`src/rtl/hyperram_frame_requester.sv`:
```
// Turns frame commands into HyperRAM queue entries: streams write payload into the controller FIFO,
// waits for the synchronized done pulse, then drains the read buffer with a 2-cycle aligned valid pipe.
module hyperram_frame_requester #(
  parameter int MAX_LEN  = 1280,
  parameter int TIMEOUT  = 65535,
  parameter int RDBUF_AW = 12
) (
  input  logic                clk_50,
  input  logic                reset,
  input  logic                cmdValid,
  output logic                cmdReady,
  input  logic                cmdRw,
  input  logic [22:0]         cmdAdr,
  input  logic [10:0]         cmdLen,
  input  logic [7:0]          wrData,
  input  logic                wrValid,
  output logic                wrReady,
  output logic [7:0]          rdData,
  output logic                rdValid,
  output logic                rdLast,
  output logic                errLen,
  output logic                errTimeout,
  output logic                busy,
  output logic [22:0]         adrQueury,
  output logic [10:0]         transactionLenQueury,
  output logic                rwFlagQueury,
  output logic                clockQueury,
  output logic [7:0]          dataInputFifoWrite,
  output logic                WreqFifoWrite,
  input  logic                transferingStatusInfo,
  input  logic [RDBUF_AW-1:0] adrReadInfo,
  output logic [RDBUF_AW-1:0] adrReadRamRead,
  input  logic [7:0]          dataOutRamRead
);
  localparam int TW = $clog2(TIMEOUT + 1);

  typedef enum logic [2:0] {S_IDLE, S_WLOAD, S_ISSUE, S_WAIT, S_RDRAIN} state_t;

  state_t                r_state;
  state_t                w_next;
  logic                  r_rw;
  logic [22:0]           r_adr;
  logic [10:0]           r_len;
  logic [10:0]           r_cnt;
  logic [10:0]           r_idx;
  logic [TW-1:0]         r_tmo;
  logic [RDBUF_AW-1:0]   r_base;
  logic                  r_sync1, r_sync2, r_sync3;
  logic                  r_v1, r_v2, r_l1, r_l2;
  logic                  r_err_len, r_err_tmo;

  logic w_accept, w_bad_len, w_done_edge, w_done_ok, w_tmo_hit, w_adr_vld, w_wr_take, w_q_hold;

  assign w_accept    = cmdValid && (r_state == S_IDLE);
  assign w_bad_len   = (cmdLen == 11'd0) || (cmdLen > 11'(MAX_LEN));
  assign w_done_edge = r_sync2 && !r_sync3;
  // The controller needs two cycles to sample the queue pulse before a done edge can belong to it.
  assign w_done_ok   = (r_state == S_WAIT) && w_done_edge && (r_tmo >= TW'(2));
  assign w_tmo_hit   = (r_state == S_WAIT) && !w_done_ok && (r_tmo == TW'(TIMEOUT - 1));
  assign w_adr_vld   = (r_state == S_RDRAIN) && (r_idx != r_len);
  assign w_wr_take   = (r_state == S_WLOAD) && wrValid;
  assign w_q_hold    = (r_state == S_ISSUE) || (r_state == S_WAIT);

  always_ff @(posedge clk_50) begin
    if (reset) begin
      r_state   <= S_IDLE;
      r_rw      <= 1'b0;
      r_adr     <= '0;
      r_len     <= '0;
      r_cnt     <= '0;
      r_idx     <= '0;
      r_tmo     <= '0;
      r_base    <= '0;
      r_sync1   <= 1'b0;
      r_sync2   <= 1'b0;
      r_sync3   <= 1'b0;
      r_v1      <= 1'b0;
      r_v2      <= 1'b0;
      r_l1      <= 1'b0;
      r_l2      <= 1'b0;
      r_err_len <= 1'b0;
      r_err_tmo <= 1'b0;
    end else begin
      r_state   <= w_next;
      r_sync1   <= transferingStatusInfo;
      r_sync2   <= r_sync1;
      r_sync3   <= r_sync2;
      r_err_len <= w_accept && w_bad_len;
      r_v1      <= w_adr_vld;
      r_v2      <= r_v1;
      r_l1      <= w_adr_vld && (r_idx == r_len - 11'd1);
      r_l2      <= r_l1;
      if (w_accept) begin
        r_rw      <= cmdRw;
        r_adr     <= cmdAdr;
        r_len     <= cmdLen;
        r_cnt     <= '0;
        r_err_tmo <= 1'b0;
      end
      if (w_wr_take) r_cnt <= r_cnt + 11'd1;
      if (r_state == S_ISSUE) begin
        r_tmo <= '0;
        r_idx <= '0;
      end
      if (r_state == S_WAIT) r_tmo <= r_tmo + TW'(1);
      if (w_done_ok) r_base <= adrReadInfo;
      if (w_tmo_hit) r_err_tmo <= 1'b1;
      if (w_adr_vld) r_idx <= r_idx + 11'd1;
    end
  end

  always_comb begin
    w_next = r_state;
    case (r_state)
      S_IDLE:   if (w_accept && !w_bad_len) w_next = cmdRw ? S_ISSUE : S_WLOAD;
      S_WLOAD:  if (w_wr_take && (r_cnt + 11'd1 == r_len)) w_next = S_ISSUE;
      S_ISSUE:  w_next = S_WAIT;
      S_WAIT: begin
        if (w_done_ok)      w_next = r_rw ? S_RDRAIN : S_IDLE;
        else if (w_tmo_hit) w_next = S_IDLE;
      end
      // Leave once the last address has entered the second pipe stage; its byte is presented this cycle.
      S_RDRAIN: if ((r_idx == r_len) && !r_v1) w_next = S_IDLE;
      default:  w_next = S_IDLE;
    endcase
  end

  assign cmdReady             = (r_state == S_IDLE);
  assign busy                 = (r_state != S_IDLE);
  assign wrReady              = (r_state == S_WLOAD);
  assign WreqFifoWrite        = w_wr_take;
  assign dataInputFifoWrite   = w_wr_take ? wrData : 8'd0;
  assign clockQueury          = (r_state == S_ISSUE);
  assign adrQueury            = w_q_hold ? r_adr : 23'd0;
  assign transactionLenQueury = w_q_hold ? r_len : 11'd0;
  assign rwFlagQueury         = w_q_hold ? r_rw : 1'b0;
  assign adrReadRamRead       = w_adr_vld ? r_base + RDBUF_AW'(r_idx) : '0;
  assign rdValid              = r_v2;
  assign rdLast               = r_l2;
  assign rdData               = r_v2 ? dataOutRamRead : 8'd0;
  assign errLen               = r_err_len;
  assign errTimeout           = r_err_tmo;
endmodule

```
`config.mk`:
```
export PLATFORM = sky130hd
export DESIGN_NAME = hyperram_frame_requester
export DESIGN_NICKNAME = d
export VERILOG_FILES = /design/src/rtl/hyperram_frame_requester.sv
export SDC_FILE = /design/constraint.sdc
export NUM_CORES = 1
export LEC_CHECK = 0
export BUFFER_PORTS_ARGS = -buffer_cell sky130_fd_sc_hd__buf_2
export CAP_MARGIN = 20
export CORE_ASPECT_RATIO = 1.4
export CORE_MARGIN = 2
export CORE_UTILIZATION = 58
export DETAILED_ROUTE_END_ITERATION = 10
export GPL_TIMING_DRIVEN = 0
export MAX_ROUTING_LAYER = met4
export PLACE_DENSITY_LB_ADDON = 0.2
export SLEW_MARGIN = 25
export SYNTH_ARGS = -nofsm -noshare
export SYNTH_HDL_FRONTEND = slang
export SYNTH_SLANG_ARGS = --single-unit
```
`constraint.sdc`:
```
create_clock -name clk_50 -period 3 [get_ports clk_50]
set_input_delay 0.15 -clock clk_50 [delete_from_list [all_inputs] [get_ports clk_50]]
set_output_delay 0.15 -clock clk_50 [all_outputs]
set_load 0.1 [all_outputs]
```
==> impl_metrics.py <==
metrics = {
    "setup_path": {
        "critical_path_class": "register to output pin",
        "critPathMaxFanout": 5,
        "cp_slowest_stage_delay_ps": 420,
        "arrival_ps": 2720,
        "timing.critical_path.slowest_stage_cell": "o41ai_2",
        "cp_data_required_time_ps": 2850,
        "critPathCaptureType": "output pin",
        "crit_chain": "ha_2, fa_2, a21oi_2, o211ai_1, o41ai_2, o21ai_1, xnor2_1, nor2_2, buf_12",
        "cp-start-kind": "register",
    },
    "finish": {
        "diodes": 0,
        "layout-drive-gt1-share_pct": 21.3,
        "nets": 985,
        "fill_cells": 866,
        "synthToLayoutAreaGrowth_pct": 21.4,
        "postLayoutCellArea_um2": 6980,
        "final_cells": 1040,
    },
    "sta": {
        "fmaxAchievable_ghz": 0.348,
        "rsz0062_at_grt": "no",
        "fin_crit_ps": 2870,
        "timing.final.crit_share_pct": 95.7,
        "setup_tns_ps": 0,
        "final-hold-violation-count": 0,
        "worst_slew_pin_slew_ps": 675,
        "setup_violations": 0,
        "slew_headroom_pct": 54.8,
        "finalClockSkew_ps": 6.95,
        "drv_slew": 0,
    },
    "global_route": {
        "grt_util_all_layers_pct": 31.8,
        "grt_overflow": 0,
        "grt_max_degree": 18,
        "grt_first_pass_wirelength_um": 26400,
        "antenna_found_initial": 0,
        "grt_pass1_vias": 5772,
    },
    "drt": {
        "routedWlPerCell_um": 15.8,
        "ant_nets": 0,
        "vias_per_cell": 5.70,
        "drt_wl_total_um": 16500,
        "vias": 5930,
        "drt_pre_antenna_iters": 5,
        "drc": 0,
        "drt_iter0_drc": 404,
    },
    "cts": {
        "cts_tree": "built",
        "cts_buffer_depth": 2,
        "cts_made_buffers": 9,
        "clk_latency_ps": 350,
        "clk_pin_slew_ps": 70,
        "cts_root_buf": "clkbuf_16",
        "clkSinkCount": 97,
        "htreeDepth": 3,
        "post_cts_buffers": 0,
    },
    "place": {
        "dp_cells": 1024,
        "dp_hpwl_um": 12400,
        "gp_congestion": 0.873,
        "port_buffers": 138,
        "place_area_um2": 6630,
    },
    "synth": {
        "yosysSeqAreaShare_pct": 33.8,
        "synth_flop_cell": "dfxtp_1",
        "synthArstFlopShare_pct": 0,
        "synth_mux_area_share_pct": 3.74,
        "synthDistinctLibCells": 68,
        "syn_avg_cell_area_um2": 7.66,
        "yosys-top-cells-count": "nand2_1, dfxtp_1, nor2_1",
        "synth_area_leader_cell": "dfxtp_1",
        "yosysWarnings": 0,
        "syn_nets": 836,
        "synth_top_area_share_pct": 33.8,
        "synth-simple-area-share_pct": 31.9,
        "synth_compound_area_share_pct": 15.6,
        "netlist_instances": 751,
        "ys_top_cells_by_area": "dfxtp_1, nand2_1, a21oi_1",
        "ys_ff_latch": 97,
        "syn_area_um2": 5750,
        "synth_edf_count": 0,
        "synth_top_family_by_area": "simple AND/OR/NAND/NOR gates",
        "synth.most_common_cell": "nand2_1",
        "synthAdderAreaFrac_pct": 3.83,
        "synthXorXnorAreaFrac_pct": 6.40,
    },
    "floorplanning": {
        "initial_core_util_pct": 58.7,
        "die_h_um": 122,
        "dieArea_um2": 10700,
        "rows": 43,
        "die_x_um": 88.1,
        "core_area_um2": 9790,
        "io_pins": 140,
    },
    "pwr": {
        "power_leakage_nw": 3.00,
        "peakVddDrop_mv": 0.549,
        "p_per_area_nw_per_um2": 677,
    },
    "worst_hold_path": {
        "hold_class": "primary input to register",
    },
    "run": {
        "maxCapViolCount": 0,
    },
    "status": {
        "run_status": "finished, final reports clean",
    },
}
-- routing by layer --
layer	global-route usage [%]	vias up	wire, um
met5	-	-	0
met4	14.7	0	537
met1	35.5	2767	6620
li1	-	2908	-
met3	4.81	44	821
met2	55.2	211	8500
-- per-stage QoR --
step / utilization, % / total power [W] / worst slack (ps) / hold WS [ps]
3_3_place_gp: 67.7 / 0.00350 / 129 / 383
3_5_place_dp: 67.7 / 0.00355 / 69.1 / 385
6_report: 71.3 / 0.00473 / 130 / 28.9
2_1_floorplan: - / 0.00311 / 12.5 / 278
4_1_cts: 70.9 / 0.00472 / 18.4 / 27.6
5_1_grt: 71.3 / 0.00495 / 2.89 / 34.5
-- placed cells by master (no fill, tap or decap), types with 5 or more instances in the layout --
cell | netlist | routed
a21o_1 | 5 | 5
a21oi_1 | 69 | 68
a22oi_1 | 5 | 5
a31oi_1 | 5 | 5
and2_1 | 44 | 44
and3_1 | 17 | 17
buf_2 | 8 | 143
buf_4 | 5 | 6
clkbuf_1 | 30 | 30
clkbuf_16 | 0 | 9
dfxtp_1 | 97 | 95
ha_1 | 16 | 15
inv_1 | 13 | 13
mux2i_1 | 17 | 17
nand2_1 | 118 | 118
nand2b_1 | 5 | 5
nand3_1 | 33 | 33
nand3b_1 | 6 | 6
nand4_1 | 8 | 8
nor2_1 | 73 | 70
nor2b_1 | 10 | 10
nor3_1 | 17 | 15
nor3b_1 | 5 | 5
nor4_1 | 7 | 7
o21ai_0 | 23 | 21
or3_1 | 6 | 6
xnor2_1 | 27 | 26
xor2_1 | 15 | 15
-- area by class of cell --
type	count	area (um^2)	area share (%)
plain buffers	49	228	3.26
clock buffers	9	225	3.23
clock inverters	7	76.3	1.09
inverters	13	48.8	0.699
multi-input cells	592	3580	51.3
flip-flops and latches	97	1940	27.9
well taps	135	169	2.42
repair buffers	138	711	10.2
-- worst max-delay path: cells and delay by family (launching register included) --
family	cells	cell delay, ps
buffers and inverters	1	190
flip-flops	1	360
XOR/XNOR	1	160
AO/OA/AOI/OAI	4	920
adder cells (fa/ha/maj)	2	590
AND/OR/NAND/NOR	1	140
-- sequential cells by signal, indices dropped and copies added (netlist names), 3 cells and up --
register,count
r_adr,23
r_state,3
r_len,11
r_base,12
r_tmo,16
r_cnt,11
r_idx,11
-- cells by family after synthesis --
logic type | Yosys count
flops | 97
fa+ha+maj | 17
mux | 21
simple gates | 366
xor+xnor | 42
compound gates | 146
buf+inv | 62
-- where the power goes --
part | total [W] | leakage, nW | internal [W] | switching (W)
clock | 0.00118 | 0.142 | 0.000652 | 0.000530
combinational | 0.00207 | 2.07 | 0.000515 | 0.00156
sequential | 0.00147 | 0.787 | 0.00139 | 0.0000849
total | 0.00473 | 3.00 | 0.00256 | 0.00217
-- path summary, 6_finish.rpt --
check	depth (start not counted)	start	end	slack [ps]
min	3	adrReadInfo[6]	r_base[6]	30
max reg2reg	9	r_len[1]	r_l1	720
min reg2reg	1	r_l1	rdLast	450
max	9	r_idx[0]	adrReadRamRead[10]	130
-- what timing repair did --
| action | CTS | global route |
|---|---|---|
| hold buffers | 0 | 0 |
| gates resized for setup | 4 | 12 |
| pin swaps | 0 | 2 |
| hold endpoints to repair | 0 | 0 |
| endpoints found under the setup margin | 3 | 7 |
No activity file was read; power rests on OpenSTA's default activity.
